<file path="config.mk">
export PLATFORM = sky130hd
export DESIGN_NAME = prog_loader
export DESIGN_NICKNAME = d
export VERILOG_FILES = /design/src/rtl/prog_loader.sv
export SDC_FILE = /design/constraint.sdc
export NUM_CORES = 1
export LEC_CHECK = 0
export ABC_AREA = 1
export CAP_MARGIN = 0
export CORE_ASPECT_RATIO = 0.8
export CORE_MARGIN = 2
export CORE_UTILIZATION = 44
export DETAILED_ROUTE_END_ITERATION = 7
export PLACE_DENSITY = 0.73
export RECOVER_POWER = 25
export SLEW_MARGIN = 40
export SYNTH_ARGS = -nofsm -noshare
export SYNTH_HDL_FRONTEND = slang
export SYNTH_SLANG_ARGS = --single-unit
</file>
<file path="constraint.sdc">
create_clock -name clk -period 5.25 [get_ports clk]
set_clock_uncertainty 0.1 [all_clocks]
set_input_delay 0.7875 -clock clk [delete_from_list [all_inputs] [get_ports clk]]
set_output_delay 0.7875 -clock clk [all_outputs]
set_load 0.01 [all_outputs]
</file>
<file path="src/rtl/prog_loader.sv">
// Byte-stream program loader: parses command/address/length headers and writes
// instruction words or data bytes, holding the core in reset until end-of-load.
module prog_loader #(
  parameter int INST_ADDR_W = 8,
  parameter int DATA_ADDR_W = 8
) (
  input  logic                   clk,
  input  logic                   rst,
  input  logic                   in_valid,
  input  logic [7:0]             in_data,
  output logic                   in_ready,
  output logic                   inst_we,
  output logic [INST_ADDR_W-1:0] inst_addr,
  output logic [31:0]            inst_wdata,
  output logic                   data_we,
  output logic [DATA_ADDR_W-1:0] data_addr,
  output logic [7:0]             data_wdata,
  output logic                   core_rst,
  output logic                   load_done,
  output logic                   load_error
);

  localparam int AW = (INST_ADDR_W > DATA_ADDR_W) ? INST_ADDR_W : DATA_ADDR_W;

  localparam logic [7:0] CMD_INST = 8'h01;
  localparam logic [7:0] CMD_DATA = 8'h02;
  localparam logic [7:0] CMD_END  = 8'hFF;

  typedef enum logic [2:0] {
    S_CMD, S_ADDR_LO, S_ADDR_HI, S_LEN_LO, S_LEN_HI, S_PAYLOAD, S_DONE, S_ERROR
  } state_e;

  state_e                 state_q, state_d;
  logic                   is_inst_q, is_inst_d;
  logic [AW-1:0]          addr_q, addr_d;
  logic [15:0]            len_q, len_d;
  logic [1:0]             idx_q, idx_d;
  logic [23:0]            word_q, word_d;

  logic                   in_ready_q, in_ready_d;
  logic                   inst_we_q, inst_we_d;
  logic [INST_ADDR_W-1:0] inst_addr_q, inst_addr_d;
  logic [31:0]            inst_wdata_q, inst_wdata_d;
  logic                   data_we_q, data_we_d;
  logic [DATA_ADDR_W-1:0] data_addr_q, data_addr_d;
  logic [7:0]             data_wdata_q, data_wdata_d;
  logic                   core_rst_q, core_rst_d;
  logic                   load_done_q, load_done_d;
  logic                   load_error_q, load_error_d;

  logic                   accept;
  logic                   wr_fire;

  assign accept = in_valid & in_ready_q;

  // NOTE: sequential state uses non-blocking assignments only, so every flop
  // samples the pre-edge value of every other flop regardless of statement order.
  always_ff @(posedge clk) begin
    if (rst) begin
      state_q      <= S_CMD;
      is_inst_q    <= 1'b0;
      addr_q       <= '0;
      len_q        <= '0;
      idx_q        <= '0;
      word_q       <= '0;
      in_ready_q   <= 1'b0;
      inst_we_q    <= 1'b0;
      inst_addr_q  <= '0;
      inst_wdata_q <= '0;
      data_we_q    <= 1'b0;
      data_addr_q  <= '0;
      data_wdata_q <= '0;
      core_rst_q   <= 1'b1;
      load_done_q  <= 1'b0;
      load_error_q <= 1'b0;
    end else begin
      state_q      <= state_d;
      is_inst_q    <= is_inst_d;
      addr_q       <= addr_d;
      len_q        <= len_d;
      idx_q        <= idx_d;
      word_q       <= word_d;
      in_ready_q   <= in_ready_d;
      inst_we_q    <= inst_we_d;
      inst_addr_q  <= inst_addr_d;
      inst_wdata_q <= inst_wdata_d;
      data_we_q    <= data_we_d;
      data_addr_q  <= data_addr_d;
      data_wdata_q <= data_wdata_d;
      core_rst_q   <= core_rst_d;
      load_done_q  <= load_done_d;
      load_error_q <= load_error_d;
    end
  end

  // NOTE: every variable assigned below gets a default first; otherwise a path
  // that skips an assignment would infer a latch.
  always_comb begin
    state_d   = state_q;
    is_inst_d = is_inst_q;
    addr_d    = addr_q;
    len_d     = len_q;
    idx_d     = idx_q;
    word_d    = word_q;
    wr_fire   = 1'b0;

    case (state_q)
      S_CMD: begin
        if (accept) begin
          if (in_data == CMD_INST) begin
            is_inst_d = 1'b1;
            state_d   = S_ADDR_LO;
          end else if (in_data == CMD_DATA) begin
            is_inst_d = 1'b0;
            state_d   = S_ADDR_LO;
          end else if (in_data == CMD_END) begin
            state_d = S_DONE;
          end else begin
            state_d = S_ERROR;
          end
        end
      end
      S_ADDR_LO: if (accept) begin
        addr_d  = AW'(in_data);
        state_d = S_ADDR_HI;
      end
      // Only the low AW bits of the 16-bit start address survive.
      S_ADDR_HI: if (accept) begin
        addr_d  = AW'({in_data, addr_q[7:0]});
        state_d = S_LEN_LO;
      end
      S_LEN_LO: if (accept) begin
        len_d   = {8'h00, in_data};
        state_d = S_LEN_HI;
      end
      S_LEN_HI: if (accept) begin
        len_d   = {in_data, len_q[7:0]};
        idx_d   = 2'd0;
        state_d = (len_d == 16'd0) ? S_CMD : S_PAYLOAD;
      end
      S_PAYLOAD: begin
        if (accept) begin
          if (is_inst_q) begin
            idx_d   = idx_q + 2'd1;
            word_d  = {in_data, word_q[23:8]};
            wr_fire = (idx_q == 2'd3);
          end else begin
            wr_fire = 1'b1;
          end
          if (wr_fire) begin
            addr_d = addr_q + AW'(1);
            len_d  = len_q - 16'd1;
            if (len_q == 16'd1) state_d = S_CMD;
          end
        end
      end
      S_DONE:  state_d = S_DONE;
      S_ERROR: state_d = S_ERROR;
      default: state_d = S_ERROR;
    endcase
  end

  // Registered outputs follow the upcoming state so they line up with it.
  always_comb begin
    in_ready_d   = (state_d != S_DONE) && (state_d != S_ERROR);
    load_done_d  = (state_d == S_DONE);
    load_error_d = (state_d == S_ERROR);
    core_rst_d   = (state_d != S_DONE);

    inst_we_d    = wr_fire & is_inst_q;
    inst_addr_d  = inst_addr_q;
    inst_wdata_d = inst_wdata_q;
    data_we_d    = wr_fire & ~is_inst_q;
    data_addr_d  = data_addr_q;
    data_wdata_d = data_wdata_q;

    if (inst_we_d) begin
      inst_addr_d  = addr_q[INST_ADDR_W-1:0];
      inst_wdata_d = {in_data, word_q};
    end
    if (data_we_d) begin
      data_addr_d  = addr_q[DATA_ADDR_W-1:0];
      data_wdata_d = in_data;
    end
  end

  assign in_ready   = in_ready_q;
  assign inst_we    = inst_we_q;
  assign inst_addr  = inst_addr_q;
  assign inst_wdata = inst_wdata_q;
  assign data_we    = data_we_q;
  assign data_addr  = data_addr_q;
  assign data_wdata = data_wdata_q;
  assign core_rst   = core_rst_q;
  assign load_done  = load_done_q;
  assign load_error = load_error_q;

endmodule

</file>
* Word-level counts from Yosys, hierarchy flattened
Index checks and enable logic that the tools add are counted.
** Storage, ports and cells
- Register bits after elaboration :: 116
- Latch bits :: 0
- Bits in writable memories :: 0
- ROM bits :: 0
- Word-level logic and storage cells :: 94
- Memories :: 0
** Cells by class
- Add/subtract/negate cells :: 3
- Multiply operators :: 0
- Div/mod/pow operators :: 0
- Order comparisons :: 0
- Equality and inequality tests :: 22
- Shifts and indexed selects :: 0
- Multiplexer cells :: 33
- Bitwise operators :: 5
- Reductions and logical operators :: 14
** Operator list (count)
- $mux 16 :: 4
- $pmux 16 s3 :: 1
- $mux 3 :: 11
- $mux 8 :: 3
- $pmux 3 s8 :: 1
- $eq 3x3->1 const B :: 6
- $eq 16x1->1 const B :: 1
- $logic_not 16->1 :: 1
- $pmux 8 s2 :: 1
- $sub 16x1->16 const B :: 1
- $ne 2x2->1 const B :: 6
- $reduce_and 5->1 :: 2
- $add 8x1->8 const B :: 1
- $eq 8x1->1 const B :: 1
- $eq 8x2->1 const B :: 1
- $eq 8x8->1 const B :: 1
- $mux 1 :: 8
- $reduce_and 4->1 :: 2
- $reduce_bool 2->1 :: 4
- $eq 3x2->1 const B :: 2
- $mux 2 :: 3
- $ne 3x3->1 const B :: 2
- $reduce_and 3->1 :: 2
- $pmux 2 s2 :: 1
- 8 further kinds :: 11

* Logic depth before layout (Yosys ltp)
Gate-level depths: netlist of run 1.
- Word-level depth :: 9
- Gate-level depth with buffers :: 12

* Worst setup path after synthesis of run 1
Ideal clock, no wire load.
- Kind :: input to register
- From :: input in_valid
- To :: register len_q[5]
- Arrival :: 1713 ps
- Path slack :: 3320 ps
- Stages on the path :: 7
- Buffers on the path :: 0
- Path through :: nand2_1 -> inv_1 -> nand3_1 -> inv_1 -> o21ai_0 -> nor2_1 -> nor2_1
** Between the ends
- Longest elaborated chain between the ends :: 3
- Elaborated cells on any way between the ends :: 4
- Those cells by class :: eq/ne (2); bitwise (1); reduce/logical (1)
** RTL lines
- from (decl) :: RTL line 9 : input logic in_valid,
- $and 1x1->1 (*) :: RTL line 54 : assign accept = in_valid & in_ready_q;
- $ne 2x2->1 (no source line)
- $reduce_and 5->1 (no source line) (*)
- to (signal assigned) :: RTL line 80 : len_q <= len_d;
- to (decl) :: RTL line 36 : logic [15:0] len_q, len_d;
Every way passes the cells marked *; elsewhere a longest branch is shown, timed or not.
A chain may end at the register's enable or synchronous reset.

* Worst setup path in the final report of run 1
- From :: register state_q[0]
- To :: register inst_wdata_q[0] (netlist: inst_wdata[0])
** Between the ends
- Longest elaborated chain between the ends :: 3
** RTL lines
- from (decl) :: RTL line 33 : state_e state_q, state_d;
- from (signal assigned) :: RTL line 77 : state_q <= state_d;
- $eq 3x3->1 :: RTL line 107 : case (state_q)
- $mux 1 :: RTL line 107
- $and 1x1->1 :: RTL line 170 : inst_we_d = wr_fire & is_inst_q;
- to (signal assigned) :: RTL line 86 : inst_wdata_q <= inst_wdata_d;
- to (decl) :: RTL line 43 : logic [31:0] inst_wdata_q, inst_wdata_d;
No other way between the ends.

==> results.md, run 1 <==
- Run status: finished clean
- 1st-pass router iterations: 6
- Cell row count: 34
- Tmin final: 3.942 ns
- Final setup margin: 1.308 ns
- VDD IR-drop max: 209.4 uV
- Setup TNS: 0 ns
- I/O pin cnt: 73
- Post-DRT Antenna Nets: 0
- # setup viols final: 0
- Yosys warnings: 0
- Total Routing Usage GR: between 20 and 25%
- Critical path class: flip-flop to flip-flop
- Pre-CTS WS: approximately 1.8 ns
- Library cells used by synthesis: 40
- Remaining DRCs: 0
- Crit. End Element: flip-flop
- Cell count of the worst reg-to-reg path: 9
- Top cells by count, synth: nor2_1, dfxtp_1, o21ai_0
- Antenna violations before repair: 0
- GP Congestion: 0.8377
- Area Growth Syn to Fin: 25.72%
- Die Span X: about 120 um
- Nets@finish: 729
- Wire per inst: about 15 um
- Unrepaired setup endpoints after global routing: false
- CP cell instances: nand2_2 > nor2_1 > inv_4 > nor2_4 > nand2_2 > nor2_8 > inv_2 > nor2_1 > nor2_1
- Max clock buf depth: 2
- Overall power: 2.389 mW
- Async SR Flop Fraction: 0%
- CTS HTree Levels: 4
- Post-CTS Setup Repair Bufs: 0
- Arr. time, crit path: between 4 and 5 ns
- PD cells: 390.2 mW/mm^2
- Final hold violation count: 0
- Core Util, Final: a little under three fifths
- CTS buffer count: 17
- N_diodes: 0
- Die Ht: 98.10 um
- Worst reg2reg setup slack: 1.31 ns
- Drt total wl: 13150 um
- Overflow after GRT: 0
- Die footprint: 0.01193 mm^2
- Top cell type's share of synthesized area: 47.69%
- FILL cells: 998
- Post-DP HPWL: roughly 8700 um
- Clock sinks: about 120
- Largest net degree at the start of global routing: 68
- Worst slew pin tran: 1.302 ns
- Slew Limit Fails: 0
- Leading area contributor after synthesis: dfxtp_1
- Area after DPL: ~0.0056 mm^2
- Initial core utilization: about 45%
- DR iter-0 viols: 348
- Crit-path max cell delay: 0.98 ns
- Slew headroom: 12.85%
- Reg2Reg Launch Point: state_q[0]
- Worst hold path type: flip-flop to flip-flop
- Layout cells sized above 1: 5.671%
- Core ar.: about 0.011 mm^2
- Fin area: 0.006122 mm^2
- Vias: 4712
- Hold-critical path depth: 2
- Worst R2R End: inst_wdata[0]
- Most frequent cell after synthesis: nor2_1
- Max Cap Viol: 0
- Clock Pin Slew Worst Setup and Hold Paths: ~0.05 ns
- Worst-path fanout max: 39
- Endpoint, Worst Hold: word_q[16]
- CP most frequent cell: nor2_1
- Synthesized Nets: 670
- Flops & latches, synth: 116
- Non-filler instance count after layout: 867
- Critical path's slowest cell: nor2_1
- CTS Hold Bufs: 0
- WP data required: 5.45 ns
- CP top delay family: simple AND/OR/NAND/NOR gates
- Ys flop type: dfxtp_1
- CTS resizes: 0
- Max frequency: 253.7 MHz
- Leak pwr: about 2.7 nW
- Sequential area share after synthesis: 47.69%
- Gate Count Post-Synth: roughly 650
- Mapped cell area: 0.004870 mm^2
- Worst Setup Start Kind: flip-flop
- First-pass GRT wire length: between 20000 and 25000 um
- Avg Cell Area, Syn: 7.446 um^2
- EDFF count, synth: 0
- Hold WS: 0.3660 ns
- Critical path buffer and inverter count: 2
- PortBufs: 72
- Final worst-path cycle share: 75.09%
- Vias in the first global route: 4191
- Dpl cells: 838
- Synth top area cells: dfxtp_1, nor2_1, o21ai_0
- CTS tree: built
- Insertion delay to the later sink of the worst-skew pair: 0.40 ns
- Worst hold start: word_q[16]
- Root buf cell: clkbuf_16
- Average via count per standard cell: 5.435
==> layer usage <==
layer / vias up / global-route usage [%] / share of wire, %
li1: 2299 / - / -
met1: 2206 / 30.36 / 47
met2: 185 / 34.44 / 46
met3: 22 / 5.199 / 6.3
met4: 0 / 6.720 / 1.2
met5: - / 0 / 0
==> registers in the layout, summed over array words and instances, names as in the netlist <==
register    flops
load_done       1
inst_we         1
data_addr       8
len_q          16
addr_q          8
inst_addr       8
word_q         24
in_ready        1
inst_wdata     32
data_wdata      8
data_we         1
core_rst        1
state_q         3
idx_q           2
load_error      1
is_inst_q       1
==> where the power goes <==
part	internal, mW	switching, mW
sequential	0.921	0.0391
combinational	0.128	0.258
clock	0.674	0.369
total	1.72	0.666
==> placed cells by master, fill, tap and decap left out, types with 2 or more instances in the layout <==
cell type        instances
nand4_1                  3
nand2_2                  2
clkbuf_16               17
o31ai_1                  2
clkbuf_8                 3
xor2_1                   2
a211oi_1                 5
dlygate4sd3_1           42
nor2_1                 127
dfxtp_1                116
inv_1                   46
clkdlybuf4s50_1         30
o22ai_1                  3
nand2_1                 63
inv_4                    2
a21oi_1                 73
nand3_1                 38
inv_2                    4
clkinv_2                 5
ha_1                     5
o21ai_0                 78
clkbuf_1                 3
nor3_1                   4
o21ai_1                 32
==> tightest hold or removal path, stage by stage (launching register included) <==
cell and delay, ns:
dfxtp_1 0.30, inv_1 0.06, a21oi_1 0.05
==> worst max path at each step <==
stage / slack (ns) / cells after the start / end / startpoint
2_1_floorplan: 3.32 / 7 / len_q[5] / in_valid
3_5_place_dp: 1.79 / 8 / inst_wdata[0] / in_valid
4_1_cts: 2.21 / 8 / inst_wdata[0] / in_valid
3_3_place_gp: 1.94 / 5 / word_q[20] / rst
5_1_grt: 0.94 / 9 / inst_wdata[0] / state_q[0]
6_report: 1.31 / 9 / inst_wdata[0] / state_q[0]
==> layout make-up <==
class	count	area (um^2)	area share [%]
Sequential cell	116	2322	37.93
Multi-Input combinational cell	452	2155	35.19
Timing Repair Buffer	73	728.2	11.89
Clock buffer	23	478.0	7.807
Inverter	53	203.9	3.331
Tap cell	144	180.2	2.943
Clock inverter	6	55.05	0.8992
==> logic make-up after synthesis <==
logic type               Yosys count  synth area share (%)
AO/OA/AOI/OAI                    199                 21.27
XOR/XNOR                           3                0.5397
adder cells (fa/ha/maj)            5                 1.285
buffers and inverters             86                 7.733
flip-flops                       116                 47.69
AND/OR/NAND/NOR                  245                 21.48
No activity file was read; power rests on OpenSTA's default activity.
==> inputs of run 2 (changes only) <==
==> constraint.sdc (replaced) <==
create_clock -name clk -period 3.95 [get_ports clk]
set_clock_uncertainty 0.1 [all_clocks]
set_input_delay 0.5925 -clock clk [delete_from_list [all_inputs] [get_ports clk]]
set_output_delay 0.5925 -clock clk [all_outputs]
set_load 0.01 [all_outputs]
==> run 2 against run 1 <==
Compared with the run above:
- the run now ends with DRC left
- via count rose by 0.25%
- count of clock-buffer cells in the layout fell by 3
- cell count rose by 0.58%
==> results.md, run 2 (synthesis results as in run 1) <==
- Run status: complete, but fails checks
- Failing checks: DRC
- Drt total wl: 13190 um (+0.27%)
- Final hold violation count: 0 (unchanged)
- Average via count per standard cell: 5.417 (-0.32%)
- Reg2Reg Launch Point: state_q[0]
- Area used by multi-input combinational logic: 0.002171 mm^2 (+0.75%)
- CTS tree: built
- PortBufs: 72 (unchanged)
- Max Cap Viol: 0 (unchanged)
- N_diodes: 0 (unchanged)
- Post-DRT Antenna Nets: 0 (unchanged)
- Post-CTS Setup Repair Bufs: 0 (unchanged)
- Seq pwr share: 38.6% (-1.6 points)
- VDD IR-drop max: 328.5 uV (+57%)
- Worst Setup Start Kind: flip-flop
- Tmin final: 2.669 ns (-1.273 ns)
- Comb pwr share: 16.0% (about the same)
- Setup TNS: 0 ns (unchanged)
- Layout cells sized above 1: 6.868% (+1.2 points)
- Critical path buffer and inverter count: 2 (unchanged)
- GP Congestion: 0.8887 (+6.1%)
- Leak pwr: 2.730 nW (+2.0%)
- Worst reg2reg setup slack: 1.28 ns (-0.03 ns)
- Root buf cell: clkbuf_16
- CP Launch Point: state_q[0]
- WP data required: 4.15 ns (-1.30 ns)
- Vias: 4724 (+0.25%)
- Crit-path max cell delay: 0.47 ns (-0.51 ns)
- Worst slew pin tran: 0.6760 ns (-0.6264 ns)
- Remaining DRCs: 1 (+1)
- Crit. End Element: flip-flop
- Hold WS: 0.3760 ns (+0.01006 ns)
- Initial core utilization: 44.89% (unchanged)
- 1st-pass router iterations: 8 (+2)
- Critical path's slowest cell: dfxtp_1
- Vias in the first global route: 4462 (+6.5%)
- Unrepaired setup endpoints after global routing: false
- Total Routing Usage GR: 23.21% (+1.2 points)
- Largest net degree at the start of global routing: 78 (+15%)
- Area Growth Syn to Fin: 27.67%
- Clk pwr share: 45.4% (+1.7 points)
- Worst-path fanout max: 32 (-18%)
- First-pass GRT wire length: 22110 um (+5.8%)
- Worst hold start: data_addr[1]
- Core ar.: 0.01085 mm^2 (unchanged)
- Max frequency: 374.6 MHz (+48%)
- Insertion delay to the later sink of the worst-skew pair: 0.41 ns (about the same)
- Arr. time, crit path: 2.87 ns (-1.27 ns)
- Worst hold path type: flip-flop to flip-flop
- Net load switching power: 973.9 uW (+46%)
- Overflow after GRT: 0 (unchanged)
- Wire per inst: 15.12 um (-0.31%)
- FILL cells: 975 (-2.3%)
- Die Span X: 121.6 um (unchanged)
- Clock sinks: 116 (unchanged)
- Storage element area: 0.002322 mm^2 (unchanged)
- CP cell instances: nand2_2 > nor2_8 > inv_4 > nor2_4 > nand2_2 > nor2_8 > inv_2 > nor2_1 > nor2_1
- DR iter-0 viols: 496 (+43%)
- I/O pin cnt: 73 (unchanged)
- Sw frac: 29.57% (+1.7 points)
- CTS Hold Bufs: 0 (unchanged)
- Nets@finish: 731 (+0.27%)
- Post-DP HPWL: 8710 um (+0.39%)
- Slew headroom: 54.88% (+42 points)
- PD cells: 529.8 mW/mm^2 (+36%)
- Die Ht: 98.10 um (unchanged)
- Die footprint: 0.01193 mm^2 (unchanged)
- Clock Pin Slew Worst Setup and Hold Paths: 0.06 ns (about the same)
- Cell row count: 34 (unchanged)
- CTS resizes: 0 (unchanged)
- Most common cell after layout, fill and taps aside: nor2_1
- Slew Limit Fails: 0 (unchanged)
- Final worst-path cycle share: 67.58% (-7.5 points)
- Critical path class: flip-flop to flip-flop
- Internal power: 2.320 mW (+35%)
- Flip-flop count of the largest register after layout: 32 (unchanged)
- Max clock buf depth: 2 (unchanged)
- CTS HTree Levels: 4 (unchanged)
- # setup viols final: 0 (unchanged)
- Antenna violations before repair: 0 (unchanged)
- CP top delay family: simple AND/OR/NAND/NOR gates
- Most frequent cells in the layout: nor2_1, dfxtp_1, o21ai_0
- CTS buffer count: 17 (unchanged)
-- run 2: cell types whose count changed in the layout (fill, tap and decap cells not counted), moves of 2 or more --
cell and change:
clkinv_4 +5, inv_6 +3, clkinv_2 -4, clkinvlp_4 +2
clkbuf_1 -3
-- run 2: power groups by stage --
stage | clock (mW) | combinational [mW] | sequential (mW)
2_1_floorplan | 0 | 0.369 | 1.29
3_3_place_gp | 0 | 0.501 | 1.30
3_5_place_dp | 0 | 0.517 | 1.30
4_1_cts | 1.51 | 0.523 | 1.27
5_1_grt | 1.57 | 0.586 | 1.28
6_report | 1.49 | 0.526 | 1.27
-- run 2: layout make-up --
| type | instances | share of cell area [%] |
|---|---|---|
| Clock inverter | 12 | 1.932 |
| Timing Repair Buffer | 75 | 12.16 |
| Sequential cell | 116 | 37.35 |
| Inverter | 53 | 3.240 |
| Multi-Input combinational cell | 452 | 34.92 |
| Clock buffer | 20 | 7.507 |
| Tap cell | 144 | 2.898 |
-- run 2: worst paths after layout --
| path | end | depth (start not counted) |
|---|---|---|
| min | data_addr[1] | 2 |
| min reg2reg | data_addr[1] | 2 |
| max | inst_wdata[21] | 9 |
| max reg2reg | inst_wdata[21] | 9 |
-- run 2: through the flow --
step / cells / instance area [um^2] / utilization, % / power [mW] / setup WS (ns)
after floorplan: 654 / 4870 / - / 1.661 / 2.215
after global placement: 840 / 5630 / 51.90 / 1.797 / 1.173
after detailed placement: 840 / 5630 / 51.90 / 1.814 / 1.101
after CTS: 872 / 6217 / 57.31 / 3.300 / 1.269
after global routing: 872 / 6217 / 57.31 / 3.442 / 1.018
final: 872 / 6217 / 57.31 / 3.294 / 1.281
-- run 2: routing by layer --
metal  vias to the layer above  global-route usage (%)  routed length, um
met5                         -                       0                  0
met4                         0                   8.488                257
met3                        30                   5.199                938
met2                       190                   36.69               5893
met1                      2195                   31.18               6094
li1                       2309                       -                  -
-- run 2: worst min-delay path: stages, from the launching register on --
cell and delay (ns):
dfxtp_1 0.32, nor2_1 0.05, nor2_1 0.08
